## src/rtl/cordic_vectoring_iter.sv

```systemverilog
// Iterative vectoring-mode CORDIC: drives y to zero, returning K-scaled magnitude
// and atan2(y, x) as a binary angle, one micro-rotation per cycle on a shared datapath.
`timescale 1ns/1ps

module cordic_vectoring_iter #(
  parameter int W    = 32,
  parameter int ITER = 16
) (
  input  logic         clk,
  input  logic         rst_n,
  input  logic         in_valid,
  output logic         in_ready,
  input  logic [W-1:0] x_in,
  input  logic [W-1:0] y_in,
  output logic         out_valid,
  input  logic         out_ready,
  output logic [W-1:0] mag_out,
  output logic [W-1:0] angle_out
);

  localparam int XW = W + 2;
  localparam int CW = 5;

  typedef enum logic [1:0] {
    S_IDLE = 2'd0,
    S_ITER = 2'd1,
    S_DONE = 2'd2
  } state_t;

  // Table holds 32-bit-scaled constants; rescale to the configured angle width.
  function automatic logic [W-1:0] atan_rom(input logic [CW-1:0] idx);
    logic [31:0] base;
    case (idx)
      5'd0:    base = 32'h20000000;
      5'd1:    base = 32'h12E4051E;
      5'd2:    base = 32'h09FB385B;
      5'd3:    base = 32'h051111D4;
      5'd4:    base = 32'h028B0D43;
      5'd5:    base = 32'h0145D7E1;
      5'd6:    base = 32'h00A2F61E;
      5'd7:    base = 32'h00517C55;
      5'd8:    base = 32'h0028BE53;
      5'd9:    base = 32'h00145F2F;
      5'd10:   base = 32'h000A2F98;
      5'd11:   base = 32'h000517CC;
      5'd12:   base = 32'h00028BE6;
      5'd13:   base = 32'h000145F3;
      5'd14:   base = 32'h0000A2FA;
      5'd15:   base = 32'h0000517D;
      5'd16:   base = 32'h000028BE;
      5'd17:   base = 32'h0000145F;
      5'd18:   base = 32'h00000A30;
      5'd19:   base = 32'h00000518;
      5'd20:   base = 32'h0000028C;
      5'd21:   base = 32'h00000146;
      5'd22:   base = 32'h000000A3;
      5'd23:   base = 32'h00000051;
      5'd24:   base = 32'h00000029;
      5'd25:   base = 32'h00000014;
      5'd26:   base = 32'h0000000A;
      5'd27:   base = 32'h00000005;
      5'd28:   base = 32'h00000003;
      5'd29:   base = 32'h00000001;
      default: base = 32'h00000000;
    endcase
    return W'({base, {W{1'b0}}} >> 32);
  endfunction

  function automatic logic [W-1:0] sat_mag(input logic signed [XW-1:0] v);
    logic [W-1:0] res;
    if (v[XW-1]) begin
      res = {W{1'b0}};
    end else if (v[W:W-1] != 2'b00) begin
      res = {1'b0, {(W-1){1'b1}}};
    end else begin
      res = v[W-1:0];
    end
    return res;
  endfunction

  state_t                state_r, state_next_s;
  logic signed [XW-1:0]  x_r, x_next_s, y_r, y_next_s;
  logic signed [XW-1:0]  x_ext_s, y_ext_s, x_sh_s, y_sh_s;
  logic        [W-1:0]   z_r, z_next_s, atan_s;
  logic        [CW-1:0]  cnt_r, cnt_next_s;
  logic                  in_ready_r, in_ready_next_s;
  logic                  out_valid_r, out_valid_next_s;
  logic        [W-1:0]   mag_r, mag_next_s, angle_r, angle_next_s;

  assign x_ext_s = {{2{x_in[W-1]}}, x_in};
  assign y_ext_s = {{2{y_in[W-1]}}, y_in};
  assign x_sh_s  = x_r >>> cnt_r;
  assign y_sh_s  = y_r >>> cnt_r;
  assign atan_s  = atan_rom(cnt_r);

  // Next-state, datapath and output-register decode.
  always_comb begin
    state_next_s     = state_r;
    x_next_s         = x_r;
    y_next_s         = y_r;
    z_next_s         = z_r;
    cnt_next_s       = cnt_r;
    in_ready_next_s  = in_ready_r;
    out_valid_next_s = out_valid_r;
    mag_next_s       = mag_r;
    angle_next_s     = angle_r;
    case (state_r)
      S_IDLE: begin
        if (in_valid && in_ready_r) begin
          // Pre-rotate left-half-plane vectors by +/-90 degrees into x >= 0.
          if (!x_in[W-1]) begin
            x_next_s = x_ext_s;
            y_next_s = y_ext_s;
            z_next_s = {W{1'b0}};
          end else if (!y_in[W-1]) begin
            x_next_s = y_ext_s;
            y_next_s = -x_ext_s;
            z_next_s = {2'b01, {(W-2){1'b0}}};
          end else begin
            x_next_s = -y_ext_s;
            y_next_s = x_ext_s;
            z_next_s = {2'b11, {(W-2){1'b0}}};
          end
          cnt_next_s      = {CW{1'b0}};
          in_ready_next_s = 1'b0;
          state_next_s    = S_ITER;
        end else begin
          in_ready_next_s = 1'b1;
        end
      end
      S_ITER: begin
        if (!y_r[XW-1]) begin
          x_next_s = x_r + y_sh_s;
          y_next_s = y_r - x_sh_s;
          z_next_s = z_r + atan_s;
        end else begin
          x_next_s = x_r - y_sh_s;
          y_next_s = y_r + x_sh_s;
          z_next_s = z_r - atan_s;
        end
        if (cnt_r == CW'(ITER - 1)) begin
          cnt_next_s   = {CW{1'b0}};
          state_next_s = S_DONE;
        end else begin
          cnt_next_s   = cnt_r + 5'd1;
        end
      end
      S_DONE: begin
        if (!out_valid_r) begin
          out_valid_next_s = 1'b1;
          mag_next_s       = sat_mag(x_r);
          angle_next_s     = z_r;
        end else if (out_ready) begin
          out_valid_next_s = 1'b0;
          in_ready_next_s  = 1'b1;
          state_next_s     = S_IDLE;
        end else begin
          out_valid_next_s = 1'b1;
        end
      end
      default: begin
        state_next_s     = S_IDLE;
        in_ready_next_s  = 1'b1;
        out_valid_next_s = 1'b0;
      end
    endcase
  end

  // State, datapath and registered outputs.
  always_ff @(posedge clk or negedge rst_n) begin
    if (!rst_n) begin
      state_r     <= S_IDLE;
      x_r         <= {XW{1'b0}};
      y_r         <= {XW{1'b0}};
      z_r         <= {W{1'b0}};
      cnt_r       <= {CW{1'b0}};
      in_ready_r  <= 1'b1;
      out_valid_r <= 1'b0;
      mag_r       <= {W{1'b0}};
      angle_r     <= {W{1'b0}};
    end else begin
      state_r     <= state_next_s;
      x_r         <= x_next_s;
      y_r         <= y_next_s;
      z_r         <= z_next_s;
      cnt_r       <= cnt_next_s;
      in_ready_r  <= in_ready_next_s;
      out_valid_r <= out_valid_next_s;
      mag_r       <= mag_next_s;
      angle_r     <= angle_next_s;
    end
  end

  assign in_ready  = in_ready_r;
  assign out_valid = out_valid_r;
  assign mag_out   = mag_r;
  assign angle_out = angle_r;

endmodule

```

## config.mk

```make
export PLATFORM = sky130hd
export DESIGN_NAME = cordic_vectoring_iter
export DESIGN_NICKNAME = d
export VERILOG_FILES = /design/src/rtl/cordic_vectoring_iter.sv
export SDC_FILE = /design/constraint.sdc
export NUM_CORES = 1
export LEC_CHECK = 0
export ABC_AREA = 1
export CAP_MARGIN = 5
export CORE_AREA = 2 2 327 167
export DETAILED_ROUTE_END_ITERATION = 8
export DIE_AREA = 0 0 329 169
export PLACE_DENSITY = 0.62
export SLEW_MARGIN = 10
export SYNTH_ARGS = -nofsm -noshare
export SYNTH_HDL_FRONTEND = slang
export SYNTH_SLANG_ARGS = --single-unit
export TNS_END_PERCENT = 10
```

## constraint.sdc

```tcl
create_clock -name clk -period 10.83 [get_ports clk]
set_input_delay 1.083 -clock clk [delete_from_list [all_inputs] [get_ports clk]]
set_output_delay 1.083 -clock clk [all_outputs]
set_load 0.02 [all_outputs]
```

==> out/results.ini, run 1 <==
[outcome]
status=complete, no violations

[die]
start_util_pct=39.5
num_rows=60
io_pins=134
die_h_um=169
die_w_um=329
dieArea_um2=55600
core_region_area_um2=52900

[placement]
portBuffers=133
detailed_place_hpwl_um=74800
placed_area_um2=22600
gp_congestion=1.06
pre_cts_ws_ns=4.66

[clock_tree]
root_buffer=clkbuf_16
cts.sinks=173
clk_latency_ns=0.48
htreeDepth=4
clock_path_buffers=2
cts_tree=yes
holdBufCountCts=0
postCtsSetupBuffers=0
numCtsBuffers=17
post_cts_resized=0
clkSlewWorstSetupHoldPaths_ns=0.08

[global_routing]
grt_first_pass_wirelength_um=139000
gr-total-overflow=0
grt_start_max_net_pins=97
grt_pass1_vias=21100
grt_use_total_pct=33.4
antenna_found_initial=4

[final_layout]
area_growth_pct=11.2
final_common_cell=nand2_1
fill_cells=5693
postLayoutCellArea_um2=23200
multi_input_area_um2=14500
final_nets=3658
drive_gt1_share_pct=4.64
layout_common_cells=nand2_1 (895), nor2_1 (365), inv_1 (328), nand3_1 (328), o21ai_0 (288)
regArea_um2=4340

[route]
num_vias=24500
dr.first_iter.drc_count=3896
maxUsedRoutingLayer=met5
wl_met1_um=45300
ant_nets=0
wire_per_inst_um=22.5
drc=0
wl_met2_um=31100
dr_wl_met3_um=17000
drt-pass1-iter-count=7
viasPerCell=5.82
drt-total-wl_um=94600

[worst_setup_path]
rr_startpoint=cnt_r[0]
end_kind=register
crit_type=reg -> reg
r2r_end=z_r[27]
arrival_ns=6.84
critPathRequiredTime_ns=11.16
start_kind=register
cp_max_fo=80
r2r_slack_ns=4.32
worstRegToRegCells=27

[yosys]
ys_seq_area_share_pct=20.7
synth_ff_type=dfrtp_1
synth_cell_types=66
synthCells=3449
synth_async_sr_flop_share_pct=100
syn_nets=3629
yosys_warnings=0
avgSynthCellArea_um2=6.05
synth_edf_count=0
netlist_area_um2=20900
synth_seq_cells=173

[sta]
finClkSkew_ns=0.0264
max_slew.worst_pin.slew_ns=1.13
finalSetupViolCount=0
rsz0062_at_grt=no
post-route-period-util_pct=60.1
final_max_slew_viol_count=0
finalHoldViolations=0
period_needed_ns=6.51
relSlewSlack_pct=24.3
tns_ns=0
setup_ws_ns=4.32
max_freq_mhz=154

[worst_hold_path]
whs_path_depth=2
worstHoldStart=mag_out[31]
worstHoldPathType=reg -> reg
whs_endpoint=mag_out[31]

[job]
max_cap_viol_count=0

Yosys cell counts (22+ instances only):
| master | instances | area share [%] |
|---|---|---|
| o211ai_1 | 22 | 0.79 |
| nand3_1 | 329 | 7.9 |
| nor2_1 | 368 | 6.6 |
| o21ai_1 | 38 | 0.91 |
| o21ai_0 | 288 | 6.9 |
| dfrtp_1 | 172 | 21 |
| xnor2_1 | 45 | 1.9 |
| nor3_1 | 32 | 0.77 |
| nand2_1 | 895 | 16 |
| nand4_1 | 33 | 0.99 |
| a21oi_1 | 257 | 6.2 |
| clkbuf_1 | 80 | 1.4 |
| o22ai_1 | 24 | 0.72 |
| inv_1 | 329 | 5.9 |
| buf_2 | 33 | 0.79 |
| ha_1 | 109 | 6.5 |
| xor2_1 | 88 | 3.7 |
| a31oi_1 | 44 | 1.3 |
worst max-delay path by stage:
stage | start | end | slack [ns]
floorplan | cnt_r[1] | z_r[24] | 6.58
global placement | cnt_r[0] | z_r[27] | 4.70
detailed placement | cnt_r[0] | z_r[27] | 4.66
CTS | cnt_r[0] | z_r[27] | 4.62
global route | cnt_r[0] | z_r[27] | 3.90
finish | cnt_r[0] | z_r[27] | 4.32
per-stage QoR:
step | instances | hold WS, ns | util, %
CTS | 4204 | 0.483 | 43.9
global placement | 4172 | 0.451 | 42.7
global route | 4204 | 0.510 | 43.9
floorplan | 3449 | 0.481 | -
detailed placement | 4172 | 0.461 | 42.7
finish | 4206 | 0.473 | 43.9
sequential cells by signal, summed over array words and instances (netlist names):
| register | cells |
|---|---|
| in_ready | 1 |
| angle_out | 32 |
| x_r | 34 |
| z_r | 32 |
| out_valid | 1 |
| mag_out | 32 |
| cnt_r | 5 |
| y_r | 34 |
| state_r | 2 |
critical path: stages, from the launching register on:
cell and delay (ns):
dfrtp_2 0.45, buf_4 0.71, inv_6 0.39, ha_1 0.36
nor2_1 0.35, nor2_1 0.12, o22ai_1 0.13, nand2_1 0.07
o21ai_1 0.20, ha_1 0.20, inv_1 0.05, nor3_1 0.23
nand2_1 0.10, nor3_1 0.32, nand2_1 0.19, nand2_4 0.19
xnor2_1 0.15, ha_1 0.32, a21oi_1 0.25, o21ai_0 0.12
a21oi_1 0.12, nand2_1 0.14, a21boi_0 0.65, inv_1 0.16
nand2_1 0.09, nand2_1 0.06, o21ai_0 0.13, o21ai_0 0.10
final cells by class:
class,count,share of cell area [%]
antenna,2,0.0216
clock buffer,17,1.83
clock inverter,15,0.905
inverter,350,5.69
multi-input combinational,2777,62.4
sequential,173,18.7
tap,713,3.84
timing repair buffer,159,6.59
per-layer routing:
layer / vias to the layer above / GRT usage (%)
met2: 1552 / 37.0
met4: 2 / 5.30
met3: 85 / 17.5
met5: - / 0
li1: 11600 / -
met1: 11200 / 53.4
logic make-up after synthesis:
group | count (synthesis) | share of synthesized area (%)
AOI/OAI and AO/OA | 783 | 21.2
xor gates and xnor gates | 133 | 5.58
adders and majority gates | 112 | 6.82
buffers and inverters | 499 | 9.96
DFF | 173 | 20.7
and+or+nand+nor | 1749 | 35.7
Power of run 1 is left out: the tool's default activity adds up to more than one toggle a clock period on the data nets, which glitch-free logic cannot reach.
==> inputs of run 2 (changes only) <==
==> constraint.sdc (replaced) <==
create_clock -name clk -period 6.7 [get_ports clk]
set_input_delay 0.67 -clock clk [delete_from_list [all_inputs] [get_ports clk]]
set_output_delay 0.67 -clock clk [all_outputs]
set_load 0.02 [all_outputs]
==> out/results.ini, run 2 (synthesis results as in run 1) <==
[sta]
finalSetupViolCount=0
post-route-period-util_pct=86.9
finClkSkew_ns=0.0185
period_needed_ns=5.82
relSlewSlack_pct=16.6
rsz0062_at_grt=no
max_freq_mhz=172
max_slew.worst_pin.slew_ns=1.24
finalHoldViolations=0
final_max_slew_viol_count=0
tns_ns=0

[final_layout]
final_common_cell=nand2_1
multi_input_area_um2=14500
layout_common_cells=nand2_1 (895), nor2_1 (365), inv_1 (328), nand3_1 (328), o21ai_0 (288)
final_core_util_pct=44.0
fill_cells=5739
drive_gt1_share_pct=4.91
final_nets=3669
area_growth_pct=11.5
fin_cells=4216
regArea_um2=4340
reg_top3=x_r (34), y_r (34)

[worst_setup_path]
cp.buffers_inverters=3
cp_top_family=compound AO/OA/AOI/OAI gates
slowest_delay_ns=0.60
r2r_slack_ns=0.88
arrival_ns=6.15
crit_type=reg -> reg
end_kind=register
start_kind=register
cp_max_fo=57
cp_slowest_cell=buf_4
critPathRequiredTime_ns=7.03
path_common_cell=nand2_1

[route]
wire_per_inst_um=22.8
drt-total-wl_um=96300
viasPerCell=5.86
drt-pass1-iter-count=7
dr.first_iter.drc_count=3989
drc=0
num_vias=24700
ant_nets=0

[clock_tree]
htreeDepth=4
postCtsSetupBuffers=0
holdBufCountCts=0
numCtsBuffers=17
post_cts_resized=0
clk_latency_ns=0.47
cts.sinks=173
root_buffer=clkbuf_16
clkSlewWorstSetupHoldPaths_ns=0.09
cts_tree=yes
clock_path_buffers=2

[placement]
dp.cells=4183
portBuffers=133
gp_congestion=1.08
detailed_place_hpwl_um=76800

[die]
core_region_area_um2=52900
dieArea_um2=55600
die_w_um=329
start_util_pct=39.5
io_pins=134
die_h_um=169
num_rows=60

[global_routing]
grt_pass1_vias=21400
grt_first_pass_wirelength_um=142000
gr-total-overflow=0
antenna_found_initial=5
grt_use_total_pct=34.0
grt_start_max_net_pins=98

[outcome]
status=complete, no violations

[worst_hold_path]
worstHoldPathType=in -> async

[job]
max_cap_viol_count=0

==> run 2: through the flow <==
step,instance area (um^2),setup slack [ns],hold WS [ns]
global placement,22700,1.29,0.456
floorplan,20900,2.45,0.374
finish,23300,0.876,0.164
detailed placement,22700,1.14,0.459
global route,23300,0.433,0.192
CTS,23300,1.12,0.178
==> run 2: path summary, 6_finish.rpt <==
| kind | cells past startpoint | startpoint | endpoint |
|---|---|---|---|
| worst max-delay path | 25 | cnt_r[1] | z_r[27] |
| worst min-delay path | 1 | rst_n | x_r[30] |
| worst max register to register | 25 | cnt_r[1] | z_r[27] |
| worst min register to register | 2 | mag_out[31] | mag_out[31] |
| max in group asynchronous | 2 | rst_n | cnt_r[1] |
| min in group clk | 2 | mag_out[31] | mag_out[31] |
==> run 2: area by class of cell <==
type                       count  area share [%]
multi-input combinational   2777            62.3
sequential                   173            18.6
timing repair buffer         170            6.93
inverter                     350            5.67
tap                          713            3.83
clock buffer                  17            1.83
clock inverter                14           0.844
antenna                        2          0.0215
==> run 2: worst register-to-register path: stages, from the launching register on <==
cell and delay, ns:
dfrtp_2 0.53, buf_4 0.60, ha_1 0.35, nand2_1 0.11
nand2_1 0.16, o21ai_0 0.14, o21ai_1 0.30, ha_1 0.19
inv_1 0.05, nor3_1 0.25, nand2_1 0.12, nor3_1 0.30
nand2_1 0.18, nand2_4 0.18, xnor2_1 0.15, ha_1 0.32
a21oi_1 0.27, o21ai_0 0.13, a21oi_1 0.13, nand2_1 0.19
a21boi_0 0.51, inv_1 0.15, nand2_1 0.09, nand2_1 0.07
o21ai_0 0.13, o21ai_0 0.10
==> run 2: per-layer routing <==
metal | vias up | part of all wire, % | track usage, %
li1 | 11600 | - | -
met1 | 11400 | 48 | 54.9
met2 | 1605 | 32 | 37.7
met3 | 99 | 18 | 17.3
met4 | 4 | 1.3 | 4.76
met5 | - | 0.076 | 0
Power of run 2 is left out for the same reason.
